**src/rtl/release_delay_pkg.sv**
```systemverilog
// ============================================================================
// Module : release_delay_pkg
// Brief  : State encoding and terminal-count compare-width rule shared by the
//          release-delay and assertion-delay blocks.
// Rev    : 1.0
// ============================================================================
`default_nettype none

package release_delay_pkg;

  typedef enum logic [1:0] {
    ST_IDLE   = 2'd0,
    ST_ACTIVE = 2'd1,
    ST_HOLD   = 2'd2
  } rd_state_e;

  // Effective number of counter MSBs used for the terminal-count compare.
  function automatic int tc_cmp_width(input int nbits, input int cmp_msbits);
    return (cmp_msbits < nbits) ? cmp_msbits : nbits;
  endfunction

endpackage

`default_nettype wire

```
**src/rtl/release_delay_if.sv**
```systemverilog
// ============================================================================
// Module : release_delay_if
// Brief  : Request/stretched-level signal bundle for release_delay.
// Rev    : 1.0
// ============================================================================
`default_nettype none

interface release_delay_if;
  logic clear;
  logic in;
  logic out;
  logic holding;
  logic out_fall;

  modport master (output clear, output in, input out, input holding, input out_fall);
  modport slave  (input clear, input in, output out, output holding, output out_fall);
endinterface

`default_nettype wire

```
**src/rtl/release_delay_cnt.sv**
```systemverilog
// ============================================================================
// Module : release_delay_cnt
// Brief  : Release counter with synchronous zero/increment and MSB-based
//          terminal-count detect.
// Rev    : 1.0
// ============================================================================
`default_nettype none

module release_delay_cnt
  import release_delay_pkg::*;
#(
  parameter int NBITS          = 4,
  parameter int CMP_NUM_MSBITS = 4
) (
  input  logic CLK,
  input  logic RESET_N,
  input  logic zero,
  input  logic inc,
  output logic tc
);

  localparam int C = tc_cmp_width(NBITS, CMP_NUM_MSBITS);

  logic [NBITS-1:0] cnt_q;
  logic [NBITS-1:0] cnt_d;

  always_comb begin
    cnt_d = cnt_q;
    if (zero) begin
      cnt_d = '0;
    end else if (inc) begin
      cnt_d = cnt_q + NBITS'(1);
    end
  end

  always_ff @(posedge CLK or negedge RESET_N) begin
    if (!RESET_N) begin
      cnt_q <= '0;
    end else begin
      cnt_q <= cnt_d;
    end
  end

  // Only the top C bits take part, so terminal count is 2**NBITS - 2**(NBITS-C).
  assign tc = &cnt_q[NBITS-1 -: C];

endmodule

`default_nettype wire

```
**src/rtl/release_delay.sv**
```systemverilog
// ============================================================================
// Module : release_delay
// Brief  : Stretches a request level: out rises one cycle after in, falls
//          about 2**NBITS cycles after in drops. Optional out_fall pulse is
//          enabled by defining RELEASE_DELAY_FALL_PULSE_EN.
// Rev    : 1.0
// ============================================================================
`default_nettype none

module release_delay
  import release_delay_pkg::*;
#(
  parameter int NBITS          = 4,
  parameter int CMP_NUM_MSBITS = 4
) (
  input  logic           CLK,
  input  logic           RESET_N,
  release_delay_if.slave bus
);

  rd_state_e state_q;
  rd_state_e state_d;
  logic      out_q;
  logic      out_d;
  logic      holding_q;
  logic      holding_d;
  logic      out_fall_d;
  logic      cnt_zero;
  logic      cnt_inc;
  logic      cnt_tc;

  release_delay_cnt #(
    .NBITS          (NBITS),
    .CMP_NUM_MSBITS (CMP_NUM_MSBITS)
  ) u_cnt (
    .CLK     (CLK),
    .RESET_N (RESET_N),
    .zero    (cnt_zero),
    .inc     (cnt_inc),
    .tc      (cnt_tc)
  );

  always_comb begin
    state_d    = state_q;
    out_d      = out_q;
    holding_d  = holding_q;
    out_fall_d = 1'b0;
    cnt_zero   = 1'b0;
    cnt_inc    = 1'b0;
    if (bus.clear) begin
      state_d    = ST_IDLE;
      out_d      = 1'b0;
      holding_d  = 1'b0;
      cnt_zero   = 1'b1;
      out_fall_d = out_q;
    end else begin
      case (state_q)
        ST_IDLE: begin
          cnt_zero  = 1'b1;
          holding_d = 1'b0;
          out_d     = bus.in;
          if (bus.in) state_d = ST_ACTIVE;
        end
        ST_ACTIVE: begin
          cnt_zero  = 1'b1;
          out_d     = 1'b1;
          holding_d = !bus.in;
          if (!bus.in) state_d = ST_HOLD;
        end
        ST_HOLD: begin
          // Re-trigger keeps out high and restarts the hold window.
          if (bus.in) begin
            state_d   = ST_ACTIVE;
            cnt_zero  = 1'b1;
            out_d     = 1'b1;
            holding_d = 1'b0;
          end else if (cnt_tc) begin
            state_d    = ST_IDLE;
            cnt_zero   = 1'b1;
            out_d      = 1'b0;
            holding_d  = 1'b0;
            out_fall_d = 1'b1;
          end else begin
            cnt_inc   = 1'b1;
            out_d     = 1'b1;
            holding_d = 1'b1;
          end
        end
        default: begin
          state_d   = ST_IDLE;
          cnt_zero  = 1'b1;
          out_d     = 1'b0;
          holding_d = 1'b0;
        end
      endcase
    end
  end

  always_ff @(posedge CLK or negedge RESET_N) begin
    if (!RESET_N) begin
      state_q   <= ST_IDLE;
      out_q     <= 1'b0;
      holding_q <= 1'b0;
    end else begin
      state_q   <= state_d;
      out_q     <= out_d;
      holding_q <= holding_d;
    end
  end

  assign bus.out     = out_q;
  assign bus.holding = holding_q;

`ifdef RELEASE_DELAY_FALL_PULSE_EN
  logic out_fall_q;

  always_ff @(posedge CLK or negedge RESET_N) begin
    if (!RESET_N) begin
      out_fall_q <= 1'b0;
    end else begin
      out_fall_q <= out_fall_d;
    end
  end

  assign bus.out_fall = out_fall_q;
`else
  logic unused_out_fall;
  assign unused_out_fall = out_fall_d;
  assign bus.out_fall    = 1'b0;
`endif

endmodule

`default_nettype wire

```
**src/flat_wrapper.sv**
```systemverilog
// flat-port wrapper written by rule: the top's interface ports become plain ports
module release_delay_flat import release_delay_pkg::*;
#(
  parameter int NBITS          = 4,
  parameter int CMP_NUM_MSBITS = 4
)
  (CLK, RESET_N, bus_clear, bus_in, bus_out, bus_holding, bus_out_fall);
  release_delay_if bus_i ();
  input  logic CLK;
  input  logic RESET_N;
  input wire logic [$bits(bus_i.clear)-1:0] bus_clear;
  input wire logic [$bits(bus_i.in)-1:0] bus_in;
  output wire logic [$bits(bus_i.out)-1:0] bus_out;
  output wire logic [$bits(bus_i.holding)-1:0] bus_holding;
  output wire logic [$bits(bus_i.out_fall)-1:0] bus_out_fall;
  assign bus_i.clear = bus_clear;
  assign bus_i.in = bus_in;
  assign bus_out = bus_i.out;
  assign bus_holding = bus_i.holding;
  assign bus_out_fall = bus_i.out_fall;
  release_delay #(.NBITS(NBITS), .CMP_NUM_MSBITS(CMP_NUM_MSBITS)) u_core (.CLK(CLK), .RESET_N(RESET_N), .bus(bus_i));
endmodule
```
**config.mk**
```make
export PLATFORM = sky130hd
export DESIGN_NAME = release_delay_flat
export DESIGN_NICKNAME = d
export VERILOG_FILES = /design/src/rtl/release_delay_pkg.sv /design/src/rtl/release_delay_if.sv /design/src/rtl/release_delay_cnt.sv /design/src/rtl/release_delay.sv /design/src/flat_wrapper.sv
export SDC_FILE = /design/constraint.sdc
export NUM_CORES = 1
export LEC_CHECK = 0
export CORE_AREA = 5 5 42 44
export CTS_BUF_LIST = sky130_fd_sc_hd__clkbuf_4 sky130_fd_sc_hd__clkbuf_8 sky130_fd_sc_hd__clkbuf_16
export CTS_CLUSTER_SIZE = 40
export DETAILED_ROUTE_END_ITERATION = 10
export DIE_AREA = 0 0 47 49
export PLACE_DENSITY_LB_ADDON = 0.05
export SLEW_MARGIN = 30
export SYNTH_ARGS = -nofsm -noshare
export SYNTH_HDL_FRONTEND = slang
export SYNTH_SLANG_ARGS = --single-unit
```
**constraint.sdc**
```tcl
create_clock -name CLK -period 1.85 [get_ports CLK]
set_clock_uncertainty 0.1 [all_clocks]
set_input_delay 0.2775 -clock CLK [delete_from_list [all_inputs] [get_ports CLK]]
set_output_delay 0.2775 -clock CLK [all_outputs]
set_load 0.01 [all_outputs]
```
# Yosys cells after proc, flatten, opt, wreduce, memory -nomap -nowiden
# Cells that the tools add are included.
[totals] in_bits=4 regBits=8 elab_cells=36 output_inout_bits=3
[classes] n_eq_ne=5 n_mux=21 n_reduce_logical=5 addsub=1
[ops] operator="two-way mux 1 bit" count=11
[ops] operator="two-way mux 2 bit" count=5
[ops] operator="two-way mux 4 bit" count=2
[ops] operator="inequality test 3 bit (second input constant)" count=2
[ops] operator="case mux 2 bit (3 select lines)" count=1
[ops] operator="adder 4 x 1 -> 4 bit (second input constant)" count=1
[ops] operator="inequality test 4 x 3 -> 1 bit (second input constant)" count=1
[ops] operator="AND reduction 4 bit" count=1
[ops] operator="case mux 1 bit (3 select lines)" count=1
[ops] operator="AND reduction 3 bit" count=1
[ops] operator="== test 2 x 1 -> 1 bit (second input constant)" count=1
[ops] operator="== test 2 bit (second input constant)" count=1
[ops] operator="logical NOT 2 bit" count=1
[ops] operator="case mux 1 bit (2 select lines)" count=1
[ops] operator="nonzero test 2 bit" count=1
[ops] operator="logical NOT 1 bit" count=1

# Longest topological paths before layout
[logic_depth] ltp_word=7 depth_mapped=5 depth_no_buf=5

# Hierarchy
# From an unflattened synthesis, not the netlist that was laid out.
[hier_totals] cells_unflattened=50 hier_area_um2=504.2
[by_module_without_submodules] module="release_delay" cells_per_inst=33 instances=1 seq_area_each_um2=100.1 area_per_inst_um2=305.3
[by_module_without_submodules] module="release_delay_cnt" cells_per_inst=17 instances=1 seq_area_each_um2=100.1 area_per_inst_um2=198.9

# Least setup slack after synthesis
# OpenSTA, ideal clock, no wires.
[synth_path] path_kind="register to register" from="register u_core.state_q[0]" to="register u_core.state_q[0]" required_ns=1.667 n_path_buf=0 setup_slack_ns=0.452 setup_ns=0.083 arrival_ns=1.215 synth_period_minus_slack_ns=1.398 stages_incl_launch_ff=6 path_cell_list="dfrtp_1 > inv_1 > ha_1 > o21ai_1 > or4_1 > o21ai_0"
[synth_between] elab_chain_len=3 word_cells_on_any_way=9 classes_between="5 x eq/ne; 2 x mux; 2 x reduce/logical"
[synth_lines] element="from (decl)" line="release_delay.sv:21" rtl="rd_state_e state_q;"
[synth_lines] element="from (signal assigned)" line="release_delay.sv:105" rtl="state_q <= state_d;"
[synth_lines] element="== test 2 bit (tied with other cells)" line="release_delay.sv:57" rtl="case (state_q)"
[synth_lines] element="inequality test 4 x 3 -> 1 bit (no line) (tied with other cells)"
[synth_lines] element="AND reduction 3 bit (no line) or two-way mux 2 bit (tied branches)"
# Parallel ways exist; a longest one is shown, timed or not.
# A chain may end at the register's enable or synchronous reset.

# Worst setup path in the final report
# Same ends and word-level chain as after synthesis.

==> impl_metrics.env <==
export IMPL_dr_pass1_iters=4
export IMPL_track_usage_pct=8.86
export IMPL_async_flop_share_pct=100
export IMPL_synth_top_area_share_pct=45.6
export IMPL_cts_buffer_depth=2
export IMPL_finalNonFillerCells=66
export IMPL_fp_dieW_um=47
export IMPL_wl_per_cell_um=12.2
export IMPL_nets=61
export IMPL_synthFlopType="dfrtp_1"
export IMPL_pre_cts_ws_ns=0.212
export IMPL_critPathCaptureType="register"
export IMPL_rsz0062_at_grt="false"
export IMPL_fmax_ghz=0.646
export IMPL_drv_slew=0
export IMPL_holdBufCountCts=0
export IMPL_post_cts_resize_count=0
export IMPL_path_class="reg -> reg"
export IMPL_postCtsSetupRepairBufs=0
export IMPL_synth_top_cell_by_area="dfrtp_1"
export IMPL_timing_final_crit_share_pct=83.7
export IMPL_fin_ws_ns=0.302
export IMPL_htree_levels=1
export IMPL_dp_cells=63
export IMPL_tritoncts="done"
export IMPL_hp_class="in -> async"
export IMPL_die_h_um=49
export IMPL_synth_edf_count=0
export IMPL_drive_gt1_share_pct=10.0
export IMPL_crit_required_ns=1.92
export IMPL_vias=332
export IMPL_final_hold_viol_count=0
export IMPL_vdd_ir_drop_max_mv=0.221
export IMPL_fin_area_um2=524
export IMPL_port_buffers=5
export IMPL_synth_area_top_cells="dfrtp_1, ha_1, nor2_1"
export IMPL_cts_clk_slew_worst_paths_ns=0.05
export IMPL_postPlaceCellArea_um2=502
export IMPL_antenna_found_initial=0
export IMPL_wl_um=804
export IMPL_antennaDiodeCount=0
export IMPL_period_needed_ns=1.55
export IMPL_leakage_uw=0.000235
export IMPL_worstSetupStartpointType="register"
export IMPL_ioPinCount=7
export IMPL_areaGrowthSynthToFinish_pct=19.4
export IMPL_outcome="finished, final reports clean"
export IMPL_critPathArrivalTime_ns=1.62
export IMPL_synthDistinctLibCells=23
export IMPL_row_count=14
export IMPL_avgSynthCellArea_um2=10.2
export IMPL_synthCells=43
export IMPL_detailed_place_hpwl_um=642
export IMPL_synth_fp_nets=52
export IMPL_yosys_warnings=0
export IMPL_synth_seq_cells=8
export IMPL_grt_max_degree=9
export IMPL_place_congestion=0.848
export IMPL_die_area_um2=2300
export IMPL_clk_latency_ns=0.25
export IMPL_grt_pass1_wl_mm=1.42
export IMPL_vias_per_cell=5.03
export IMPL_grt_overflow=0
export IMPL_initial_core_util_pct=31.3
export IMPL_yosysSeqAreaShare_pct=45.6
export IMPL_drc_errors=0
export IMPL_cts_inserted_buffers=3
export IMPL_syn_area_um2=439
export IMPL_core_area_um2=1400
export IMPL_drv_cap=0
export IMPL_synth_most_common_cell="dfrtp_1"
export IMPL_ant_nets=0
export IMPL_setup_tns_ns=0
export IMPL_clock_sinks=8
export IMPL_p_per_area_nw_per_um2=715
export IMPL_worstPathMaxFanout=6
export IMPL_cts_root_buf="clkbuf_4"
export IMPL_synth_common_cells="dfrtp_1, ha_1, nor2_1, inv_1, nand3_1"
export IMPL_setup_violations=0
export IMPL_grt_pass1_vias=323
export IMPL_drt_initial_drc_count=2
[metal layers]
metal / track usage [%] / wire [µm] / up-vias
li1: - / - / 163
met1: 11.2 / 369 / 160
met2: 10.6 / 375 / 9
met3: 5.90 / 59 / 0
met4: 5.53 / 0 / 0
met5: 0 / 0 / -
[kinds of logic (layout without fill, tap and decap cells)]
logic type	Yosys count	after routing	share of synthesized area [%]
compound gates	7	7	10.5
xor+xnor	2	2	3.99
fa+ha+maj	5	5	14.2
buf+inv	4	11	4.27
flops	8	8	45.6
mux	1	1	2.56
other cells	1	1	0.854
simple gates	15	15	18.0
[where the power goes]
group	leakage [µW]	internal, µW	switching (µW)
registers	0.000110	182	4.47
logic	0.000111	27.9	30.4
clock network	0.0000138	74.0	56.4
[worst paths after layout]
check	from	slack, ns	cells past startpoint	endpoint
max	u_core.state_q[0]$_DFFE_PN0P_	0.30	5	u_core.state_q[0]$_DFFE_PN0P_
min	RESET_N	0.20	1	u_core.u_cnt.cnt_q[2]$_DFFE_PN0P_
max reg2reg	u_core.state_q[0]$_DFFE_PN0P_	0.30	5	u_core.state_q[0]$_DFFE_PN0P_
min reg2reg	u_core.u_cnt.cnt_q[0]$_DFFE_PN0P_	0.36	1	u_core.u_cnt.cnt_q[0]$_DFFE_PN0P_
max in group asynchronous	RESET_N	1.19	1	u_core.state_q[0]$_DFFE_PN0P_
min in group CLK	u_core.u_cnt.cnt_q[0]$_DFFE_PN0P_	0.36	1	u_core.u_cnt.cnt_q[0]$_DFFE_PN0P_
[state kept, by name (all words and copies together) (netlist names)]
name                count
u_core.bus.holding      1
u_core.state_q          2
u_core.bus.out          1
u_core.u_cnt.cnt_q      4
[cell type report]
cell class,count,area [µm²]
clock buffer,3,22.5
fill,154,877
inverter,3,11.3
multi-input combinational,31,220
sequential,8,200
tap,16,20.0
timing repair buffer,5,50.0
[placed cells by master (no fill, tap or decap), types with 2 or more instances in the layout]
cell,Yosys,layout
nand3_1,3,3
clkbuf_4,0,3
o211ai_1,2,2
nor2_1,5,5
ha_1,5,5
clkdlybuf4s50_1,0,5
dfrtp_1,8,8
inv_1,3,3
[metrics by stage]
step	util, %	hold WS, ns	power [µW]
global placement	35.8	0.351	246
finish	37.4	0.200	375
CTS	37.4	0.204	386
global route	37.4	0.235	399
floorplan	-	-0.118	224
detailed placement	35.8	0.360	248
[worst max-delay path, stage by stage, from the launching register on]
cell and delay (ns):
dfrtp_1 0.40, inv_1 0.11, ha_1 0.26, o21ai_1 0.12
or4_1 0.39, o21ai_0 0.08
No activity file was read; power rests on OpenSTA's default activity.
